<file path="src/rtl/ctrl_decode_pipe.sv">
// rtl/ctrl_decode_pipe.sv - registered RV32 decode stage with 2-entry skid buffer and sticky EBREAK halt
// Decoded entries live in an output register plus one skid slot; o_ready/o_valid are flops fed from next state.
module ctrl_decode_pipe #(
  parameter int XLEN     = 32,
  parameter bit ENABLE_M = 1'b1,
  parameter int CNT_W    = 16
) (
  input  logic             i_clk,
  input  logic             i_rst_n,
  input  logic             i_flush,
  input  logic             i_valid,
  output logic             o_ready,
  input  logic [31:0]      i_inst,
  input  logic [XLEN-1:0]  i_pc,
  output logic             o_valid,
  input  logic             i_ready,
  output logic [31:0]      o_inst,
  output logic [XLEN-1:0]  o_pc,
  output logic [5:0]       o_inst_format,
  output logic             o_RegWrite,
  output logic             o_ALUSrc1,
  output logic             o_ALUSrc2,
  output logic             o_lui,
  output logic             o_dmem_ren,
  output logic             o_dmem_wen,
  output logic             o_MemtoReg,
  output logic             o_Jump,
  output logic             o_Branch,
  output logic [1:0]       o_ALUop,
  output logic             o_mul,
  output logic             o_illegal,
  output logic             o_retire_halt,
  output logic             o_halted,
  output logic [CNT_W-1:0] o_dec_count
);

  localparam logic [6:0] OPC_OP     = 7'b0110011;
  localparam logic [6:0] OPC_OP_IMM = 7'b0010011;
  localparam logic [6:0] OPC_LOAD   = 7'b0000011;
  localparam logic [6:0] OPC_STORE  = 7'b0100011;
  localparam logic [6:0] OPC_BRANCH = 7'b1100011;
  localparam logic [6:0] OPC_LUI    = 7'b0110111;
  localparam logic [6:0] OPC_AUIPC  = 7'b0010111;
  localparam logic [6:0] OPC_JAL    = 7'b1101111;
  localparam logic [6:0] OPC_JALR   = 7'b1100111;
  localparam logic [6:0] OPC_SYSTEM = 7'b1110011;

  localparam logic [5:0] FMT_R = 6'b000001;
  localparam logic [5:0] FMT_I = 6'b000010;
  localparam logic [5:0] FMT_S = 6'b000100;
  localparam logic [5:0] FMT_B = 6'b001000;
  localparam logic [5:0] FMT_U = 6'b010000;
  localparam logic [5:0] FMT_J = 6'b100000;

  localparam logic [31:0] EBREAK = 32'h00100073;

  typedef struct packed {
    logic [31:0]     inst;
    logic [XLEN-1:0] pc;
    logic [5:0]      fmt;
    logic            reg_write;
    logic            alu_src1;
    logic            alu_src2;
    logic            lui;
    logic            dmem_ren;
    logic            dmem_wen;
    logic            mem_to_reg;
    logic            jump;
    logic            branch;
    logic [1:0]      alu_op;
    logic            mul;
    logic            illegal;
    logic            halt;
  } entry_t;

  typedef enum logic [2:0] {
    S_EMPTY,
    S_ONE,
    S_TWO,
    S_HALT_PEND,
    S_HALTED
  } state_t;

  state_t     state_q, state_d;
  logic       valid_q, valid_d;
  logic       ready_q, ready_d;
  logic       halted_q, halted_d;
  entry_t     dec_in;
  entry_t     out_q, skid_q;
  logic       skid_v_q;
  logic [CNT_W-1:0] cnt_q;

  logic [6:0] opcode;
  logic [6:0] funct7;
  logic       acc, drn, flush_act;

  assign opcode    = i_inst[6:0];
  assign funct7    = i_inst[31:25];
  assign acc       = i_valid && ready_q;
  assign drn       = valid_q && i_ready;
  assign flush_act = i_flush && (state_q != S_HALTED);

  // Illegal entries default to format I / ALUop 10 with every side-effect control low.
  always_comb begin
    dec_in        = '0;
    dec_in.inst   = i_inst;
    dec_in.pc     = i_pc;
    dec_in.fmt    = FMT_I;
    dec_in.alu_op = 2'b10;
    dec_in.halt   = (i_inst == EBREAK);
    case (opcode)
      OPC_OP: begin
        if (funct7 == 7'h00 || funct7 == 7'h20 || (ENABLE_M && funct7 == 7'h01)) begin
          dec_in.fmt       = FMT_R;
          dec_in.reg_write = 1'b1;
          dec_in.alu_op    = 2'b00;
          dec_in.mul       = ENABLE_M && (funct7 == 7'h01);
        end else begin
          dec_in.illegal = 1'b1;
        end
      end
      OPC_OP_IMM: begin
        dec_in.reg_write = 1'b1;
        dec_in.alu_src2  = 1'b1;
        dec_in.alu_op    = 2'b01;
      end
      OPC_LOAD: begin
        dec_in.reg_write  = 1'b1;
        dec_in.alu_src2   = 1'b1;
        dec_in.dmem_ren   = 1'b1;
        dec_in.mem_to_reg = 1'b1;
      end
      OPC_STORE: begin
        dec_in.fmt      = FMT_S;
        dec_in.alu_src2 = 1'b1;
        dec_in.dmem_wen = 1'b1;
      end
      OPC_BRANCH: begin
        dec_in.fmt    = FMT_B;
        dec_in.alu_op = 2'b11;
        dec_in.branch = 1'b1;
      end
      OPC_LUI, OPC_AUIPC: begin
        dec_in.fmt       = FMT_U;
        dec_in.reg_write = 1'b1;
        dec_in.alu_src1  = 1'b1;
        dec_in.alu_src2  = 1'b1;
        dec_in.lui       = (opcode == OPC_LUI);
      end
      OPC_JAL: begin
        dec_in.fmt       = FMT_J;
        dec_in.reg_write = 1'b1;
        dec_in.alu_src1  = 1'b1;
        dec_in.alu_src2  = 1'b1;
        dec_in.jump      = 1'b1;
      end
      OPC_JALR: begin
        dec_in.reg_write = 1'b1;
        dec_in.alu_src2  = 1'b1;
        dec_in.jump      = 1'b1;
      end
      OPC_SYSTEM: begin
      end
      default: dec_in.illegal = 1'b1;
    endcase
  end

  always_ff @(posedge i_clk or negedge i_rst_n) begin
    if (!i_rst_n) begin
      state_q  <= S_EMPTY;
      valid_q  <= 1'b0;
      ready_q  <= 1'b1;
      halted_q <= 1'b0;
    end else begin
      state_q  <= state_d;
      valid_q  <= valid_d;
      ready_q  <= ready_d;
      halted_q <= halted_d;
    end
  end

  // An accepted EBREAK is always the youngest entry, so the halt completes when it drains from out_q.
  always_comb begin
    state_d = state_q;
    if (flush_act) begin
      state_d = S_EMPTY;
    end else begin
      case (state_q)
        S_EMPTY:     if (acc) state_d = dec_in.halt ? S_HALT_PEND : S_ONE;
        S_ONE: begin
          if (acc)      state_d = dec_in.halt ? S_HALT_PEND : (drn ? S_ONE : S_TWO);
          else if (drn) state_d = S_EMPTY;
        end
        S_TWO:       if (drn) state_d = S_ONE;
        S_HALT_PEND: if (drn && out_q.halt) state_d = S_HALTED;
        S_HALTED:    state_d = S_HALTED;
        default:     state_d = S_EMPTY;
      endcase
    end
  end

  always_comb begin
    valid_d  = 1'b0;
    ready_d  = 1'b0;
    halted_d = 1'b0;
    case (state_d)
      S_EMPTY:     ready_d  = 1'b1;
      S_ONE: begin
        valid_d = 1'b1;
        ready_d = 1'b1;
      end
      S_TWO:       valid_d  = 1'b1;
      S_HALT_PEND: valid_d  = 1'b1;
      S_HALTED:    halted_d = 1'b1;
      default:     ready_d  = 1'b1;
    endcase
  end

  // Accept only happens with the skid slot empty, since o_ready is low whenever it is occupied.
  always_ff @(posedge i_clk or negedge i_rst_n) begin
    if (!i_rst_n) begin
      out_q    <= '0;
      skid_q   <= '0;
      skid_v_q <= 1'b0;
      cnt_q    <= '0;
    end else begin
      if (drn) cnt_q <= cnt_q + CNT_W'(1);
      if (flush_act) begin
        skid_q   <= '0;
        skid_v_q <= 1'b0;
      end else if (acc) begin
        if (!valid_q || drn) begin
          out_q <= dec_in;
        end else begin
          skid_q   <= dec_in;
          skid_v_q <= 1'b1;
        end
      end else if (drn && skid_v_q) begin
        out_q    <= skid_q;
        skid_v_q <= 1'b0;
      end
    end
  end

  assign o_ready       = ready_q;
  assign o_valid       = valid_q;
  assign o_halted      = halted_q;
  assign o_dec_count   = cnt_q;
  assign o_inst        = out_q.inst;
  assign o_pc          = out_q.pc;
  assign o_inst_format = out_q.fmt;
  assign o_RegWrite    = out_q.reg_write;
  assign o_ALUSrc1     = out_q.alu_src1;
  assign o_ALUSrc2     = out_q.alu_src2;
  assign o_lui         = out_q.lui;
  assign o_dmem_ren    = out_q.dmem_ren;
  assign o_dmem_wen    = out_q.dmem_wen;
  assign o_MemtoReg    = out_q.mem_to_reg;
  assign o_Jump        = out_q.jump;
  assign o_Branch      = out_q.branch;
  assign o_ALUop       = out_q.alu_op;
  assign o_mul         = out_q.mul;
  assign o_illegal     = out_q.illegal;
  assign o_retire_halt = out_q.halt;

endmodule
</file>
<file path="config.mk">
export PLATFORM = sky130hd
export DESIGN_NAME = ctrl_decode_pipe
export DESIGN_NICKNAME = d
export VERILOG_FILES = /design/src/rtl/ctrl_decode_pipe.sv
export SDC_FILE = /design/constraint.sdc
export NUM_CORES = 1
export LEC_CHECK = 0
export BUFFER_PORTS_ARGS = -buffer_cell sky130_fd_sc_hd__clkbuf_2
export CORE_UTILIZATION = 55
export DETAILED_ROUTE_END_ITERATION = 6
export PLACE_DENSITY = 0.77
export SETUP_SLACK_MARGIN = 0.15
export SLEW_MARGIN = 10
export SYNTH_ARGS = -nofsm -noshare
export SYNTH_HDL_FRONTEND = slang
export SYNTH_SLANG_ARGS = --single-unit
</file>
<file path="constraint.sdc">
create_clock -name i_clk -period 2.9 [get_ports i_clk]
set_clock_uncertainty 0.1 [all_clocks]
set_input_delay 0 -clock i_clk [delete_from_list [all_inputs] [get_ports i_clk]]
set_output_delay 0 -clock i_clk [all_outputs]
set_load 0.1 [all_outputs]
</file>
Word level (Yosys, flattened, before mapping)
Cells that the tools add are included.
- register bits after elaboration: 191
- output and inout port bits: 103
- $add $sub $neg: 1
- eq/ne operators: 25
- mux-type cells: 38
- bitwise operators: 1
- reductions and logical operators: 25
- operators by type and width (operator ; number):
    2-to-1 mux 84 bit ; 6
    equality test 32 x 21 -> 1 bit, second input constant ; 1
    case mux 6 bit (5 select lines) ; 1
    equality test 7 x 6 -> 1 bit, second input constant ; 4
    equality test 7 bit, second input constant ; 4
    2-to-1 mux 3 bit ; 8
    adder 16 x 1 -> 16 bit, second input constant ; 1
    2-to-1 mux 1 bit ; 16
    case mux 3 bit (5 select lines) ; 1
    equality test 7 x 5 -> 1 bit, second input constant ; 2
    equality test 3 x 2 -> 1 bit, second input constant ; 4
    OR reduction 3 bit ; 3
    OR reduction 9 bit ; 1
    equality test 7 x 1 -> 1 bit, second input constant ; 1
    equality test 7 x 2 -> 1 bit, second input constant ; 1
    logical NOT 7 bit ; 1
    OR reduction 7 bit ; 1
    equality test 3 x 1 -> 1 bit, second input constant ; 2
    equality test 3 bit, second input constant ; 2
    2-to-1 mux 2 bit ; 3
    != test 3 bit, second input constant ; 2
    case mux 2 bit (3 select lines) ; 1
    OR reduction 6 bit ; 1
    logical AND 1 bit ; 5
    12 further kinds ; 18

Depth between registers and ports, before layout
- depth after elaboration: 9
- depth in mapped cells: 8
- mapped depth without buffers: 5

Least setup slack after synthesis
No wires, ideal clock.
- kind: reg2reg
- from: reg valid_q (netlist: o_valid)
- to: reg skid_q[56] (netlist name)
- setup time: 0.078 ns
- data arrival time: 2.369 ns
- data required time: 2.722 ns
- path slack: 0.353 ns
- stages on the path, launching flop included: 9
- path buffers: 4
- period minus slack after synthesis: 2.547 ns
- cells stage by stage: dfrtp_1 > nor2b_1 > buf_1 > and2_1 > clkbuf_1 > buf_2 > buf_2 > nand2_1 > a21oi_1
- cells in the longest elaborated chain, start to end: 4
- elaborated cells on any way between the ends: 5
- those cells by class: eq/ne (1); reduce/logical (4)
- ends and longest elaborated chain (item ; RTL line ; source):
    start, declared ; 85 ; logic valid_q, valid_d;
    start signal, assigned ; 176 ; valid_q <= valid_d;
    logical NOT 1 bit / logical AND 1 bit (equally long branches) ; 232, 100 ;
    logical OR 1 bit * ; 232 ; if (!valid_q || drn) begin
    != test 2 bit (no source line) * ; -- ;
    AND reduction 2 bit (no source line) * ; -- ;
    end signal, assigned ; 235 ; skid_q <= dec_in;
    end, declared ; 89 ; entry_t out_q, skid_q;
Every way passes the cells marked *; elsewhere a longest branch is shown, timed or not.
A chain may end at the register's enable or synchronous reset.

Final worst setup path
- from: reg state_q[1]
- to: reg out_q, in the netlist o_pc[18]
- cells in the longest elaborated chain, start to end: 4
- ends and longest elaborated chain (item ; RTL line ; source):
    start, declared ; 84 ; state_t state_q, state_d;
    start signal, assigned ; 175 ; state_q <= state_d;
    != test 3 bit ; 101 ; assign flush_act = i_flush && (state_q != S_HALTED);
    logical AND 1 bit ; 101 ;
    NOT 1 bit (no source line) ; -- ;
    AND reduction 3 bit (no source line) ; -- ;
    end signal, assigned ; 233 ; out_q <= dec_in;
    end signal, assigned ; 239 ; out_q <= skid_q;
    end, declared ; 89 ;
Every way passes these cells.

==> qor.yml <==
peakVddDrop_uv: 383
hold_class: "in -> async"
cts_root_buf: "clkbuf_16"
slew_headroom: 0.435
clkTransAtPathRegs_ns: 0.07
die_h_um: 125
coreArea_um2: 14600
synth_edf_count: 0
drive_gt1_frac: 0.195
p_leak_nw: 4.88
synth_area_um2: 8320
p_total_mw: 5.23
worst_pin_slew_ns: 0.840
period_minus_slack_ns: 2.50
dieArea_um2: 15600
antenna_cells: 0
status: "finished, violations left"
ys_seq_elements: 189
required_ns: 3.14
cp_num_buf_inv: 1
rsz0062_at_grt: "false"
final_area_um2: 10600
ys.flop_type: "dfrtp_1"
arrival_ns: 2.74
finalMaxSlewViolations: 0
clock-sinks: 189
syn_area_per_cell_um2: 8.71
cellPowerDensity_nw_per_um2: 494
gp_congestion: 0.819
drtPass1Iterations: 7
min_period_over_period: 0.863
drt_iter0_drc: 744
ys_types: 50
criticalPathCategory: "reg -> reg"
dpl_cell_area_um2: 9310
vias: 7557
gr-total-overflow: 0
max_freq_mhz: 400
syn_to_final_growth_pct: 27.3
cts_resized: 0
grt_pass1_wl_um: 36000
port_buffers: 171
start_kind: "register"
drc: 24
maxCapViolCount: 0
whs_ns: 0.0179
initial_utilization: 0.568
postCtsSetupBuffers: 0
htreeDepth: 4
cpMaxStageDelayCell: "a211oi_4"
synth_seq_area_share: 0.569
vias_per_cell: 5.57
antenna_found_initial: 0
hpwl_um: 13100
place_inst: 1257
ant_nets: 0
finalNetCount: 1230
grt_pass1_vias: 7189
failed_checks: "DRC"
io-pin-count: 172
max_stage_delay_ns: 0.45
cp-end-kind: "register"
wire_per_inst_um: 15.9
instances_no_fill: 1357
grt_usage: 0.288
setup_tns_ns: 0
num_rows: 44
setup_viol: 0
crit_chain: "or3b_1, and2_4, a211oi_4, buf_4, nor2_1, a31oi_1"
synth_async_sr_flop_share: 1.00
cp_top_family: "simple AND/OR/NAND/NOR gates"
cts_tree: "done"
syn_nets: 1025
grt_start_max_net_pins: 65
cts.path.max_buffers: 2
drt-total-wl_um: 21500
fill_cells: 1171
die-width_um: 125
cts_hold_buf: 68
cts_made_buffers: 17
clkLatencyLatePin_ns: 0.43
critical_path_peak_fanout: 33
syn_inst: 955
yosysWarnings: 0
hold_viol_final: 0
[area by class of cell]
class                      count  area, µm²  share of cell area
tap                          184        230              0.0217
sequential                   189       4730               0.447
inverter                       2       7.51            0.000709
timing repair buffer         256       1710               0.162
clock buffer                  24        492              0.0464
clock inverter                 8        108              0.0102
multi-input combinational    694       3310               0.313
[synthesized netlist by cell type, drive strengths merged (2+ instances only)]
library cell | instances | share of area
a211oi | 4 | 0.0051
a21oi | 95 | 0.057
a31oi | 70 | 0.053
and2 | 6 | 0.0045
and3 | 3 | 0.0023
and4 | 2 | 0.0021
buf | 21 | 0.013
clkbuf | 49 | 0.022
dfrtp | 188 | 0.57
inv | 2 | 0.00090
mux2 | 3 | 0.0041
nand2 | 312 | 0.14
nand2b | 3 | 0.0023
nand3 | 12 | 0.0072
nand4 | 4 | 0.0030
nor2 | 94 | 0.042
nor2b | 3 | 0.0023
nor3 | 16 | 0.0096
nor4 | 9 | 0.0068
nor4b | 4 | 0.0042
o21ai | 16 | 0.0096
or4 | 2 | 0.0018
xnor2 | 14 | 0.015
xor2 | 2 | 0.0021
[placed cells by master (no fill, tap or decap), types with 14 or more instances in the layout]
cell / netlist / layout
o21ai_0: 14 / 14
nand2_1: 312 / 310
clkbuf_2: 0 / 170
xnor2_1: 14 / 14
nor3_1: 16 / 16
buf_4: 1 / 14
a31oi_1: 70 / 70
nor2_1: 94 / 94
a21oi_1: 95 / 95
clkbuf_16: 0 / 17
dfrtp_1: 188 / 188
dlygate4sd3_1: 0 / 68
[worst paths after layout]
check	slack, ns	startpoint	endpoint	depth (start not counted)
max in group asynchronous	1.79	i_rst_n	o_dmem_wen	3
max	0.40	state_q[1]	o_pc[18]	6
min in group i_clk	0.25	i_pc[30]	skid_q[50]	4
min	0.02	i_rst_n	skid_q[26]	2
min reg2reg	0.37	o_dec_count[15]	o_dec_count[15]	1
max reg2reg	0.40	state_q[1]	o_pc[18]	6
[where the power goes]
part | switching (mW) | internal (mW) | total (mW)
logic | 0.127 | 0.109 | 0.236
registers | 0 | 2.64 | 2.64
clock network | 0.994 | 1.37 | 2.36
[per-layer routing]
layer	GRT usage	up-vias	wire [µm]
li1	-	3609	-
met1	0.393	3640	9160
met2	0.479	275	10800
met3	0.0381	33	1220
met4	0.0983	0	330
met5	0	-	0
[kinds of logic after synthesis]
logic type / after synthesis / synth area share
flops: 189 / 0.569
fa+ha+maj: 1 / 0.00150
xor+xnor: 16 / 0.0168
compound gates: 197 / 0.137
buf+inv: 72 / 0.0357
mux: 3 / 0.00406
simple gates: 477 / 0.236
[state kept, by name (all words and copies together) (netlist names), 2 cells and up]
name,flops
skid_q,83
o_inst,32
o_inst_format,6
o_dec_count,16
o_pc,32
o_ALUop,2
state_q,3
[through the flow]
| step | worst slack, ns | utilization |
|---|---|---|
| after floorplan | 0.353 | - |
| after global placement | 0.577 | 0.636 |
| after detailed placement | 0.488 | 0.636 |
| after CTS | 0.455 | 0.723 |
| after global routing | 0.226 | 0.723 |
| final | 0.399 | 0.723 |
(Power assumes the default switching activity.)
